### src/rtl/pin_in_capture_if.sv
// Simple request/grant register bus (naive_bus protocol) between the
// router (master) and a peripheral slave. Grants are combinational in
// the slave; read data is returned one cycle after the grant.
interface pin_in_capture_if;
  logic        rd_req;
  logic        rd_gnt;
  logic [31:0] rd_addr;
  logic [31:0] rd_data;
  logic        wr_req;
  logic        wr_gnt;
  logic [31:0] wr_addr;
  logic [31:0] wr_data;
  logic [3:0]  wr_be;

  modport master (
    output rd_req, rd_addr, wr_req, wr_addr, wr_data, wr_be,
    input  rd_gnt, rd_data, wr_gnt
  );

  modport slave (
    input  rd_req, rd_addr, wr_req, wr_addr, wr_data, wr_be,
    output rd_gnt, rd_data, wr_gnt
  );
endinterface

### src/rtl/pin_in_capture.sv
// pin_in_capture: samples 32 external pins through a 2-FF synchroniser,
// debounces each bit on a slow sample tick, and exposes the stable levels
// plus sticky rise/fall flags (write-1-to-clear) on the register bus.
// Word map: 0 DATA (RO), 1 RISE (W1C), 2 FALL (W1C), 3 RAW (RO, sync2).
module pin_in_capture #(
  parameter int SAMPLE_DIV = 50000,
  parameter int STABLE_CNT = 3
) (
  input  logic                    clk,
  input  logic                    rst,
  input  logic [31:0]             pin_in,
  pin_in_capture_if.slave         bus
);

  localparam int DIV_W = (SAMPLE_DIV > 2) ? $clog2(SAMPLE_DIV) : 1;
  localparam logic [DIV_W-1:0] DIV_LAST = DIV_W'(SAMPLE_DIV - 1);
  localparam logic [3:0]       CNT_LAST = 4'(STABLE_CNT - 1);

  logic [31:0]       sync1_r;
  logic [31:0]       sync2_r;
  logic [DIV_W-1:0]  div_cnt_r;
  logic [31:0]       stable_r;
  logic [31:0][3:0]  cnt_r;
  logic [31:0]       rise_r;
  logic [31:0]       fall_r;
  logic [31:0]       rd_data_r;

  logic              tick_s;
  logic [31:0]       stable_nxt_s;
  logic [31:0][3:0]  cnt_nxt_s;
  logic [31:0]       rise_set_s;
  logic [31:0]       fall_set_s;
  logic [31:0]       be_mask_s;
  logic [31:0]       rise_clr_s;
  logic [31:0]       fall_clr_s;
  logic [31:0]       rd_mux_s;
  logic              unused_s;

  // Grants follow the requests but are held low while reset is asserted.
  assign bus.rd_gnt  = bus.rd_req & ~rst;
  assign bus.wr_gnt  = bus.wr_req & ~rst;
  assign bus.rd_data = rd_data_r;

  // Only addr[3:2] is decoded; the router guarantees the window.
  assign unused_s = ^{bus.rd_addr[31:4], bus.rd_addr[1:0],
                      bus.wr_addr[31:4], bus.wr_addr[1:0]};

  assign tick_s = (div_cnt_r == DIV_LAST);

  // Two-stage synchroniser for the asynchronous pins.
  always_ff @(posedge clk or posedge rst) begin
    if (rst) begin
      sync1_r <= 32'h0000_0000;
      sync2_r <= 32'h0000_0000;
    end else begin
      sync1_r <= pin_in;
      sync2_r <= sync1_r;
    end
  end

  // Free-running sample divider; tick is the last count before wrap.
  always_ff @(posedge clk or posedge rst) begin
    if (rst) begin
      div_cnt_r <= '0;
    end else if (tick_s) begin
      div_cnt_r <= '0;
    end else begin
      div_cnt_r <= div_cnt_r + DIV_W'(1);
    end
  end

  // Per-bit debounce: count consecutive samples that differ from stable.
  always_comb begin
    stable_nxt_s = stable_r;
    cnt_nxt_s    = cnt_r;
    for (int i = 0; i < 32; i++) begin
      if (sync2_r[i] == stable_r[i]) begin
        cnt_nxt_s[i] = 4'd0;
      end else if (cnt_r[i] == CNT_LAST) begin
        stable_nxt_s[i] = sync2_r[i];
        cnt_nxt_s[i]    = 4'd0;
      end else begin
        cnt_nxt_s[i] = cnt_r[i] + 4'd1;
      end
    end
  end

  // Debounce state only advances on a sample tick.
  always_ff @(posedge clk or posedge rst) begin
    if (rst) begin
      stable_r <= 32'h0000_0000;
      cnt_r    <= '0;
    end else if (tick_s) begin
      stable_r <= stable_nxt_s;
      cnt_r    <= cnt_nxt_s;
    end else begin
      stable_r <= stable_r;
      cnt_r    <= cnt_r;
    end
  end

  // Edge detection on the accepted level and W1C masks from the bus.
  always_comb begin
    rise_set_s = 32'h0000_0000;
    fall_set_s = 32'h0000_0000;
    rise_clr_s = 32'h0000_0000;
    fall_clr_s = 32'h0000_0000;
    be_mask_s  = {{8{bus.wr_be[3]}}, {8{bus.wr_be[2]}},
                  {8{bus.wr_be[1]}}, {8{bus.wr_be[0]}}};
    if (tick_s) begin
      rise_set_s = stable_nxt_s & ~stable_r;
      fall_set_s = ~stable_nxt_s & stable_r;
    end else begin
      rise_set_s = 32'h0000_0000;
      fall_set_s = 32'h0000_0000;
    end
    if (bus.wr_req) begin
      case (bus.wr_addr[3:2])
        2'd1:    rise_clr_s = bus.wr_data & be_mask_s;
        2'd2:    fall_clr_s = bus.wr_data & be_mask_s;
        default: begin
          rise_clr_s = 32'h0000_0000;
          fall_clr_s = 32'h0000_0000;
        end
      endcase
    end else begin
      rise_clr_s = 32'h0000_0000;
      fall_clr_s = 32'h0000_0000;
    end
  end

  // Sticky flags: a new edge in the same cycle as a clear keeps the flag set.
  always_ff @(posedge clk or posedge rst) begin
    if (rst) begin
      rise_r <= 32'h0000_0000;
      fall_r <= 32'h0000_0000;
    end else begin
      rise_r <= (rise_r & ~rise_clr_s) | rise_set_s;
      fall_r <= (fall_r & ~fall_clr_s) | fall_set_s;
    end
  end

  // Read mux sees pre-update values, so a read racing a W1C gets old data.
  always_comb begin
    rd_mux_s = 32'h0000_0000;
    case (bus.rd_addr[3:2])
      2'd0:    rd_mux_s = stable_r;
      2'd1:    rd_mux_s = rise_r;
      2'd2:    rd_mux_s = fall_r;
      2'd3:    rd_mux_s = sync2_r;
      default: rd_mux_s = 32'h0000_0000;
    endcase
  end

  // Read data is captured on a grant and held until the next granted read.
  always_ff @(posedge clk or posedge rst) begin
    if (rst) begin
      rd_data_r <= 32'h0000_0000;
    end else if (bus.rd_req) begin
      rd_data_r <= rd_mux_s;
    end else begin
      rd_data_r <= rd_data_r;
    end
  end

endmodule

### src/flat_wrapper.sv
// flat-port wrapper written by rule: the top's interface ports become plain ports
module pin_in_capture_flat 
#(
  parameter int SAMPLE_DIV = 50000,
  parameter int STABLE_CNT = 3
)
  (clk, rst, pin_in, bus_rd_req, bus_rd_addr, bus_wr_req, bus_wr_addr, bus_wr_data, bus_wr_be, bus_rd_gnt, bus_rd_data, bus_wr_gnt);
  pin_in_capture_if bus_i ();
  input  logic clk;
  input  logic rst;
  input  logic [31:0] pin_in;
  input wire logic [$bits(bus_i.rd_req)-1:0] bus_rd_req;
  input wire logic [$bits(bus_i.rd_addr)-1:0] bus_rd_addr;
  input wire logic [$bits(bus_i.wr_req)-1:0] bus_wr_req;
  input wire logic [$bits(bus_i.wr_addr)-1:0] bus_wr_addr;
  input wire logic [$bits(bus_i.wr_data)-1:0] bus_wr_data;
  input wire logic [$bits(bus_i.wr_be)-1:0] bus_wr_be;
  output wire logic [$bits(bus_i.rd_gnt)-1:0] bus_rd_gnt;
  output wire logic [$bits(bus_i.rd_data)-1:0] bus_rd_data;
  output wire logic [$bits(bus_i.wr_gnt)-1:0] bus_wr_gnt;
  assign bus_i.rd_req = bus_rd_req;
  assign bus_i.rd_addr = bus_rd_addr;
  assign bus_i.wr_req = bus_wr_req;
  assign bus_i.wr_addr = bus_wr_addr;
  assign bus_i.wr_data = bus_wr_data;
  assign bus_i.wr_be = bus_wr_be;
  assign bus_rd_gnt = bus_i.rd_gnt;
  assign bus_rd_data = bus_i.rd_data;
  assign bus_wr_gnt = bus_i.wr_gnt;
  pin_in_capture #(.SAMPLE_DIV(SAMPLE_DIV), .STABLE_CNT(STABLE_CNT)) u_core (.clk(clk), .rst(rst), .pin_in(pin_in), .bus(bus_i));
endmodule
### config.mk
export PLATFORM = sky130hd
export DESIGN_NAME = pin_in_capture_flat
export DESIGN_NICKNAME = d
export VERILOG_FILES = /design/src/rtl/pin_in_capture_if.sv /design/src/rtl/pin_in_capture.sv /design/src/flat_wrapper.sv
export SDC_FILE = /design/constraint.sdc
export NUM_CORES = 1
export LEC_CHECK = 0
export BUFFER_PORTS_ARGS = -buffer_cell sky130_fd_sc_hd__buf_4
export CAP_MARGIN = 5
export CORE_MARGIN = 2
export CORE_UTILIZATION = 40
export CTS_CLUSTER_SIZE = 28
export DETAILED_ROUTE_END_ITERATION = 12
export PLACE_DENSITY = 0.56
export SLEW_MARGIN = 20
export SYNTH_ARGS = -nofsm -noshare
export SYNTH_HDL_FRONTEND = slang
export SYNTH_SLANG_ARGS = --single-unit
### constraint.sdc
create_clock -name clk -period 18.9 [get_ports clk]
set_input_delay 1.89 -clock clk [delete_from_list [all_inputs] [get_ports clk]]
set_output_delay 1.89 -clock clk [all_outputs]
set_load 0.02 [all_outputs]
# Word level (Yosys, flattened, before mapping)
# Index checks and enable logic that the tools add are counted.
dict set report word_totals {
  reg_bits 336
  latch_bits 0
  ramBits 0
  mem_bits_ro 0
  in_bits 136
  out_inout_bits 34
  elab_cells 293
  n_memories 0
}
dict set report classes {
  add_sub_neg 33
  n_mul 0
  div_mod_pow 0
  order_cmp 0
  n_eq_ne 70
  shift 0
  n_mux 136
  n_bitwise 14
  n_reduce_logical 1
}
# operator n
set op_table {}
lappend op_table {{$mux W4} 64}
lappend op_table {{$mux W32} 6}
lappend op_table {{$and A32 B32 Y32} 5}
lappend op_table {{$add A4 B1 Y4 const B} 32}
lappend op_table {{$eq A4 B2 Y1 const B} 32}
lappend op_table {{$not A32 Y32} 4}
lappend op_table {{$pmux W32 S4} 1}
lappend op_table {{$mux W1} 64}
lappend op_table {{$or A32 B32 Y32} 2}
lappend op_table {{$eq A1 B1 Y1} 32}
lappend op_table {{$add A16 B1 Y16 const B} 1}
lappend op_table {{$eq A16 B16 Y1 const B} 1}
lappend op_table {{$mux W16} 1}
lappend op_table {{$eq A2 B2 Y1 const B} 3}
lappend op_table {{$eq A2 B1 Y1 const B} 2}
lappend op_table {{$and A1 B1 Y1} 2}
lappend op_table {{$logic_not A2 Y1} 1}
lappend op_table {{$not A1 Y1} 1}

# Depth between registers and ports, before layout
# Gate-level depths: netlist of the first run.
dict set report logic_depth {
  depth_word 7
  ltp_mapped 10
  ltp_nobuf 6
}

# Worst setup path before layout of the first run
# No wires, ideal clock.
dict set report synth_timing {
  kind {in2out}
  from {input bus_rd_req}
  to {output bus_rd_gnt}
  arrival_time_ns 2.809
  required_time_ns 17.010
  setup_slack_ns 14.201
  path_stages 3
  path_buffers 2
  path_cell_list {clkbuf_1 > clkbuf_1 > nor2b_1}
}
dict set report synth_between {
  elab_chain_len 1
}
# item line_no
set synth_rtl {}
lappend synth_rtl {{start, declared} flat_wrapper.sv:12} ;# input wire logic [$bits(bus_i.rd_req)-1:0] bus_rd_req;
lappend synth_rtl {{$and A1 B1 Y1} pin_in_capture.sv:40} ;# assign bus.rd_gnt = bus.rd_req & ~rst;
lappend synth_rtl {{end, declared} flat_wrapper.sv:18} ;# output wire logic [$bits(bus_i.rd_gnt)-1:0] bus_rd_gnt;
# No other way between the ends.

==> metrics.cfg, run 1 <==
[outcome]
status = complete, no violations

[setup_path]
crit_fanout = 143
end_kind = asynchronous set/reset pin
critPathMaxStageDelay_ps = 710
reg2reg_slack_ps = 15550
crit_type = in -> async
r2r_cells = 6
timing.rr.start = u_core.div_cnt_r[4]
cp.required_ps = 19490
path_delay_family = buffers and inverters
crit_path_cell_trace = buf_4 -> inv_8 -> buf_4 -> buf_4 -> buf_6
timing.rr.end = u_core.cnt_r[5]
start_kind = input pin
cpMaxStageDelayCell = buf_4
cp.arrival_ps = 4870
cp_num_buf_inv = 5
crit_top_cell = buf_4

[routing]
drt_iter0_drc = 556
vias_per_cell = 5.19
drc = 0
vias = 10830
postRouteAntennaNets = 0
post_drt_wl_per_cell_um = 15.8
wl_mm = 33.0
drt_pass1_iterations = 5

[floorplan]
core_area_um2 = 38600
initial_core_util_pct = 40.5
die_h_um = 202
io_pins = 170
die_x_um = 202
num_rows = 72
fp.dieArea_um2 = 40800

[clocking]
insertion_delay_ps = 550
path_clk_slew_ps = 50
clockRootBuffer = clkbuf_16
ctsHoldBuffers = 0
cts_buffers = 40
cts.sinks = 336
cts_tree = done
cts_setup_buffers = 0
htree_levels = 2
post_cts.resized_instances = 0
cts_buffer_depth = 3

[sta]
finalCriticalPeriod_ps = 4270
skew_ps = 15.3
max_freq_ghz = 0.234
slew_headroom_pct = 34.5
drv_slew = 0
hold_viol_final = 0
setup_violations = 0
worst_pin_slew_ps = 982
rsz0062_at_grt = no
setup_ws_ps = 14630
setup_tns_ps = 0
finalCritPeriodShare_pct = 22.6

[grt]
gr-total-overflow = 0
track_usage_pct = 16.9
grt_max_degree = 144
antenna_found_initial = 1
first_global_vias = 10904
grt_pass1_wl_mm = 56.6

[hold_path]
min_from = u_core.sync1_r[6]
holdPathStages = 0
min_to = u_core.sync2_r[6]
hold_path_class = reg -> reg

[power_and_ir_drop]
p_switching_mw = 0.394
vdd_drop_max_uv = 68.1
pwr-share-seq_pct = 47.3
power_density_nw_per_um2 = 91.0
intPower_mw = 1.27
p_leak_nw = 8.15
comb_power_share_pct = 8.4
swShare_pct = 23.7
clkPwrFrac_pct = 44.3

[yosys]
ys_ff_latch = 336
ys_seq_area_share_pct = 53.7
synth_area_leaders = dfrtp_1 (54%), o21ai_0 (8.2%), ha_1 (5.2%)
synth-warning-count = 0
netlist_area_um2 = 15700
netlist.area_leader.share_pct = 53.7
synthCells = 1432
synth_nets = 1633
yosysUniqueCellTypes = 31
synth_top_cell_by_area = dfrtp_1
postSynthAreaPerCell_um2 = 10.9

[placement]
hpwl_mm = 20.4
post-place-ws_ps = 13390
placed_area_um2 = 17000
dp.cells = 2022
gp_congestion = 0.762
port_buffers = 109

[run]
drv_cap = 0

[finish]
final_common_cell = dfrtp_1
utilization_pct = 47.3
post-route-cell-area_um2 = 18300
final_nets = 1747
syn_to_final_growth_pct = 16.7
fillCellCount = 3532
mostFrequentLayoutCells = dfrtp_1 (336), o21ai_0 (257), nand2_1 (194)
stdcell_count = 2086
drive_above_1_share_pct = 17.3
antenna_cells = 0

registers in the layout, summed over array words and instances, names as in the netlist:
| signal | cells |
|---|---|
| u_core.fall_r | 32 |
| u_core.bus.rd_data | 32 |
| u_core.sync2_r | 32 |
| u_core.rise_r | 32 |
| u_core.sync1_r | 32 |
| u_core.cnt_r | 128 |
| u_core.div_cnt_r | 16 |
| u_core.stable_r | 32 |
routing by layer:
metal | up-vias | track usage, % | part of all wire [%]
li1 | 5286 | - | -
met1 | 5313 | 25.4 | 51
met2 | 183 | 24.9 | 43
met3 | 48 | 2.93 | 4.2
met4 | 0 | 5.46 | 2.1
met5 | - | 0 | 0
power by group through the flow:
stage                     logic [mW]  clock network, mW  registers [mW]
after floorplan               0.0722                  0           0.808
after global placement         0.140                  0           0.797
after detailed placement       0.143                  0           0.799
after CTS                      0.143              0.761           0.787
after global routing           0.155              0.789           0.793
final                          0.139              0.736           0.787
logic make-up after synthesis:
| group | synth area share, % |
|---|---|
| simple gates | 17.7 |
| flops | 53.7 |
| compound gates | 9.75 |
| mux | 9.34 |
| buf+inv | 1.97 |
| fa+ha+maj | 5.19 |
| xor+xnor | 2.40 |
per-stage QoR:
| step | hold slack (ps) | power [mW] |
|---|---|---|
| finish | 343 | 1.66 |
| floorplan | 331 | 0.881 |
| detailed placement | 335 | 0.941 |
| global route | 344 | 1.74 |
| global placement | 333 | 0.937 |
| CTS | 344 | 1.69 |
worst max-delay path by stage:
stage | start | end | slack, ps | cells after the start
2_1_floorplan | rst | u_core.bus.rd_data[0] | 7700 | 1
5_1_grt | rst | u_core.cnt_r[79] | 14000 | 5
4_1_cts | rst | u_core.cnt_r[78] | 14000 | 5
3_3_place_gp | rst | u_core.sync1_r[25] | 13430 | 5
6_report | rst | u_core.sync2_r[25] | 14630 | 5
3_5_place_dp | rst | u_core.bus.rd_data[22] | 13390 | 5
area by class of cell:
cell class / instances / area, um^2 / area share, %
sequential: 336 / 8410 / 46.0
multi-input combinational: 1016 / 6950 / 38.0
inverter: 34 / 135 / 0.739
timing repair buffer: 118 / 890 / 4.87
clock buffer: 56 / 1160 / 6.35
clock inverter: 8 / 86.3 / 0.472
tap: 518 / 648 / 3.55
Yosys cell counts, drive strengths merged:
| cell | count |
|---|---|
| nor4 | 1 |
| nor2 | 40 |
| and4 | 2 |
| nor3 | 33 |
| mux2 | 65 |
| nor3b | 64 |
| nand3b | 3 |
| xnor2 | 38 |
| buf | 13 |
| mux4 | 32 |
| and3 | 2 |
| nor4bb | 2 |
| or4b | 2 |
| nand3 | 38 |
| clkbuf | 33 |
| inv | 34 |
| xor2 | 5 |
| ha | 65 |
| nor2b | 4 |
| mux2i | 1 |
| o31ai | 32 |
| o21ai | 257 |
| nand4b | 1 |
| nand2b | 97 |
| or4 | 33 |
| dfrtp | 336 |
| nand2 | 194 |
| nand4 | 5 |
Power figures use the tool's default switching activity.
==> inputs of run 2 (changes only) <==
==> constraint.sdc (replaced) <==
create_clock -name clk -period 4.3 [get_ports clk]
set_input_delay 0.43 -clock clk [delete_from_list [all_inputs] [get_ports clk]]
set_output_delay 0.43 -clock clk [all_outputs]
set_load 0.02 [all_outputs]
==> metrics.cfg, run 2 (synthesis results as in run 1) <==
[sta]
worst_pin_slew_ps = 920  ; was 982 ps
max_freq_ghz = 0.354
setup_violations = 0  ; unchanged
finalCriticalPeriod_ps = 2830
drv_slew = 0  ; unchanged
rsz0062_at_grt = no  ; unchanged
skew_ps = 14.9  ; was 15.3 ps
slew_headroom_pct = 38.7  ; was 34.5%
hold_viol_final = 0  ; unchanged
setup_tns_ps = 0  ; unchanged
finalCritPeriodShare_pct = 65.8

[clocking]
cts_buffers = 40  ; unchanged
clockRootBuffer = clkbuf_16  ; unchanged
ctsHoldBuffers = 33  ; was 0
htree_levels = 2  ; unchanged
cts_tree = done  ; unchanged
path_clk_slew_ps = 60  ; was 50 ps
cts_buffer_depth = 3  ; unchanged
post_cts.resized_instances = 0  ; unchanged
insertion_delay_ps = 550  ; about the same
cts.sinks = 336  ; unchanged
cts_setup_buffers = 0  ; unchanged

[routing]
drt_pass1_iterations = 5  ; unchanged
wl_mm = 33.1  ; was 33.0 mm
vias = 11049  ; was 10,830
drc = 0  ; unchanged
postRouteAntennaNets = 0  ; unchanged
post_drt_wl_per_cell_um = 15.5  ; was 15.8 um
vias_per_cell = 5.19  ; about the same
drt_iter0_drc = 619  ; was 556

[setup_path]
crit_path_cell_trace = or4b_4 -> nand4b_4 -> buf_4 -> or4_1 -> nand2_1  ; was buf_4 -> inv_8 -> buf_4 -> buf_4 -> buf_6
crit_fanout = 44  ; was 143
path_delay_family = simple AND/OR/NAND/NOR gates  ; was buffers and inverters
end_kind = flop  ; was asynchronous set/reset pin
cp_num_buf_inv = 1  ; was 5
cp.arrival_ps = 3320  ; was 4870 ps
start_kind = flop  ; was input pin
critPathMaxStageDelay_ps = 650  ; was 710 ps
cpMaxStageDelayCell = nand4b_4  ; was buf_4
crit_type = reg -> reg  ; was in -> async
cp.required_ps = 4790  ; was 19,490 ps

[grt]
first_global_vias = 11386  ; was 10,904
grt_pass1_wl_mm = 56.8  ; was 56.6 mm
grt_max_degree = 164  ; was 144
gr-total-overflow = 0  ; unchanged
antenna_found_initial = 1  ; unchanged
track_usage_pct = 17.0  ; was 16.9%

[finish]
final_common_cell = dfrtp_1  ; unchanged
syn_to_final_growth_pct = 20.0  ; was 16.7%
final_nets = 1782  ; was 1,747
drive_above_1_share_pct = 17.3  ; about the same
regMostFlops = u_core.cnt_r  ; unchanged
mostFrequentLayoutCells = dfrtp_1 (336), o21ai_0 (257), nand2_1 (194)  ; unchanged
utilization_pct = 48.6  ; was 47.3%
stdcell_count = 2130  ; was 2,086
antenna_cells = 0  ; unchanged
largest_register_ff_count = 128  ; unchanged

[power_and_ir_drop]
power.total_mw = 7.62  ; was 1.66 mW
vdd_drop_max_uv = 316  ; was 68.1 uV
p_leak_nw = 8.38  ; was 8.15 nW
power_density_nw_per_um2 = 405  ; was 91.0 nW/um^2

[floorplan]
core_area_um2 = 38600  ; unchanged
fp.dieArea_um2 = 40800  ; unchanged
initial_core_util_pct = 40.5  ; unchanged
num_rows = 72  ; unchanged
die_x_um = 202  ; unchanged
die_h_um = 202  ; unchanged
io_pins = 170  ; unchanged

[placement]
gp_congestion = 0.754  ; was 0.762
hpwl_mm = 20.1  ; was 20.4 mm
dp.cells = 2024  ; was 2,022
port_buffers = 109  ; unchanged

[run]
drv_cap = 0  ; unchanged

[hold_path]
hold_path_class = in -> reg  ; was reg -> reg

[outcome]
status = complete, no violations  ; unchanged

run 2: cell types whose count changed in the layout (fill, tap and decap cells not counted), sizes merged:
cell         change
dlygate4sd3     +33
clkbuf           +1
bufinv           +4
clkinvlp         +1
clkinv           +5
buf              +2
inv              -2
run 2: area by class of cell:
type                    instances  area, um^2
clock buffers                  57        1160
clock inverters                16         223
fillers                      3496       19900
inverters                      34         131
multi-input cells            1016        6950
flip-flops and latches        336        8410
well taps                     518         648
repair buffers                153        1280
run 2: final timing paths:
| check | from | endpoint | slack [ps] | cells past startpoint |
|---|---|---|---|---|
| worst max-delay path | u_core.div_cnt_r[4] | u_core.cnt_r[57] | 1470 | 5 |
| worst min-delay path | bus_wr_data[18] | u_core.rise_r[18] | 220 | 4 |
| worst max register to register | u_core.div_cnt_r[4] | u_core.cnt_r[57] | 1470 | 5 |
| worst min register to register | u_core.sync1_r[10] | u_core.sync2_r[10] | 340 | 0 |
| max in group asynchronous | rst | u_core.bus.rd_data[22] | 2700 | 4 |
| min in group asynchronous | rst | u_core.bus.rd_data[7] | 430 | 3 |
run 2: per-stage QoR:
stage / hold WS (ps) / setup WS [ps] / cell area (um^2)
6_report: 221 / 1470 / 18800
5_1_grt: 216 / 1290 / 18800
4_1_cts: 185 / 1450 / 18800
3_5_place_dp: 335 / 1480 / 17100
3_3_place_gp: 332 / 1500 / 17100
2_1_floorplan: 331 / -621 / 15700
run 2: where the power goes:
| group | internal (mW) | leakage, nW | switching, mW | total (mW) |
|---|---|---|---|---|
| clock network | 2.18 | 0.678 | 1.35 | 3.52 |
| logic | 0.311 | 3.27 | 0.326 | 0.637 |
| registers | 3.35 | 4.43 | 0.103 | 3.46 |
| total | 5.84 | 8.38 | 1.77 | 7.62 |
run 2: per-layer routing:
| layer | GRT usage (%) | part of all wire, % | vias to the layer above | routed length [um] |
|---|---|---|---|---|
| met4 | 5.17 | 2.2 | 2 | 736 |
| li1 | - | - | 5366 | - |
| met3 | 3.42 | 3.8 | 48 | 1270 |
| met1 | 22.4 | 46 | 5470 | 15200 |
| met5 | 0 | 0.033 | - | 11 |
| met2 | 28.4 | 48 | 163 | 15800 |
run 2: worst reg2reg max path, delay by kind of cell (launching register included):
family / cells / cell delay (ps)
buf+inv: 1 / 470
simple gates: 4 / 1840
flops: 1 / 450
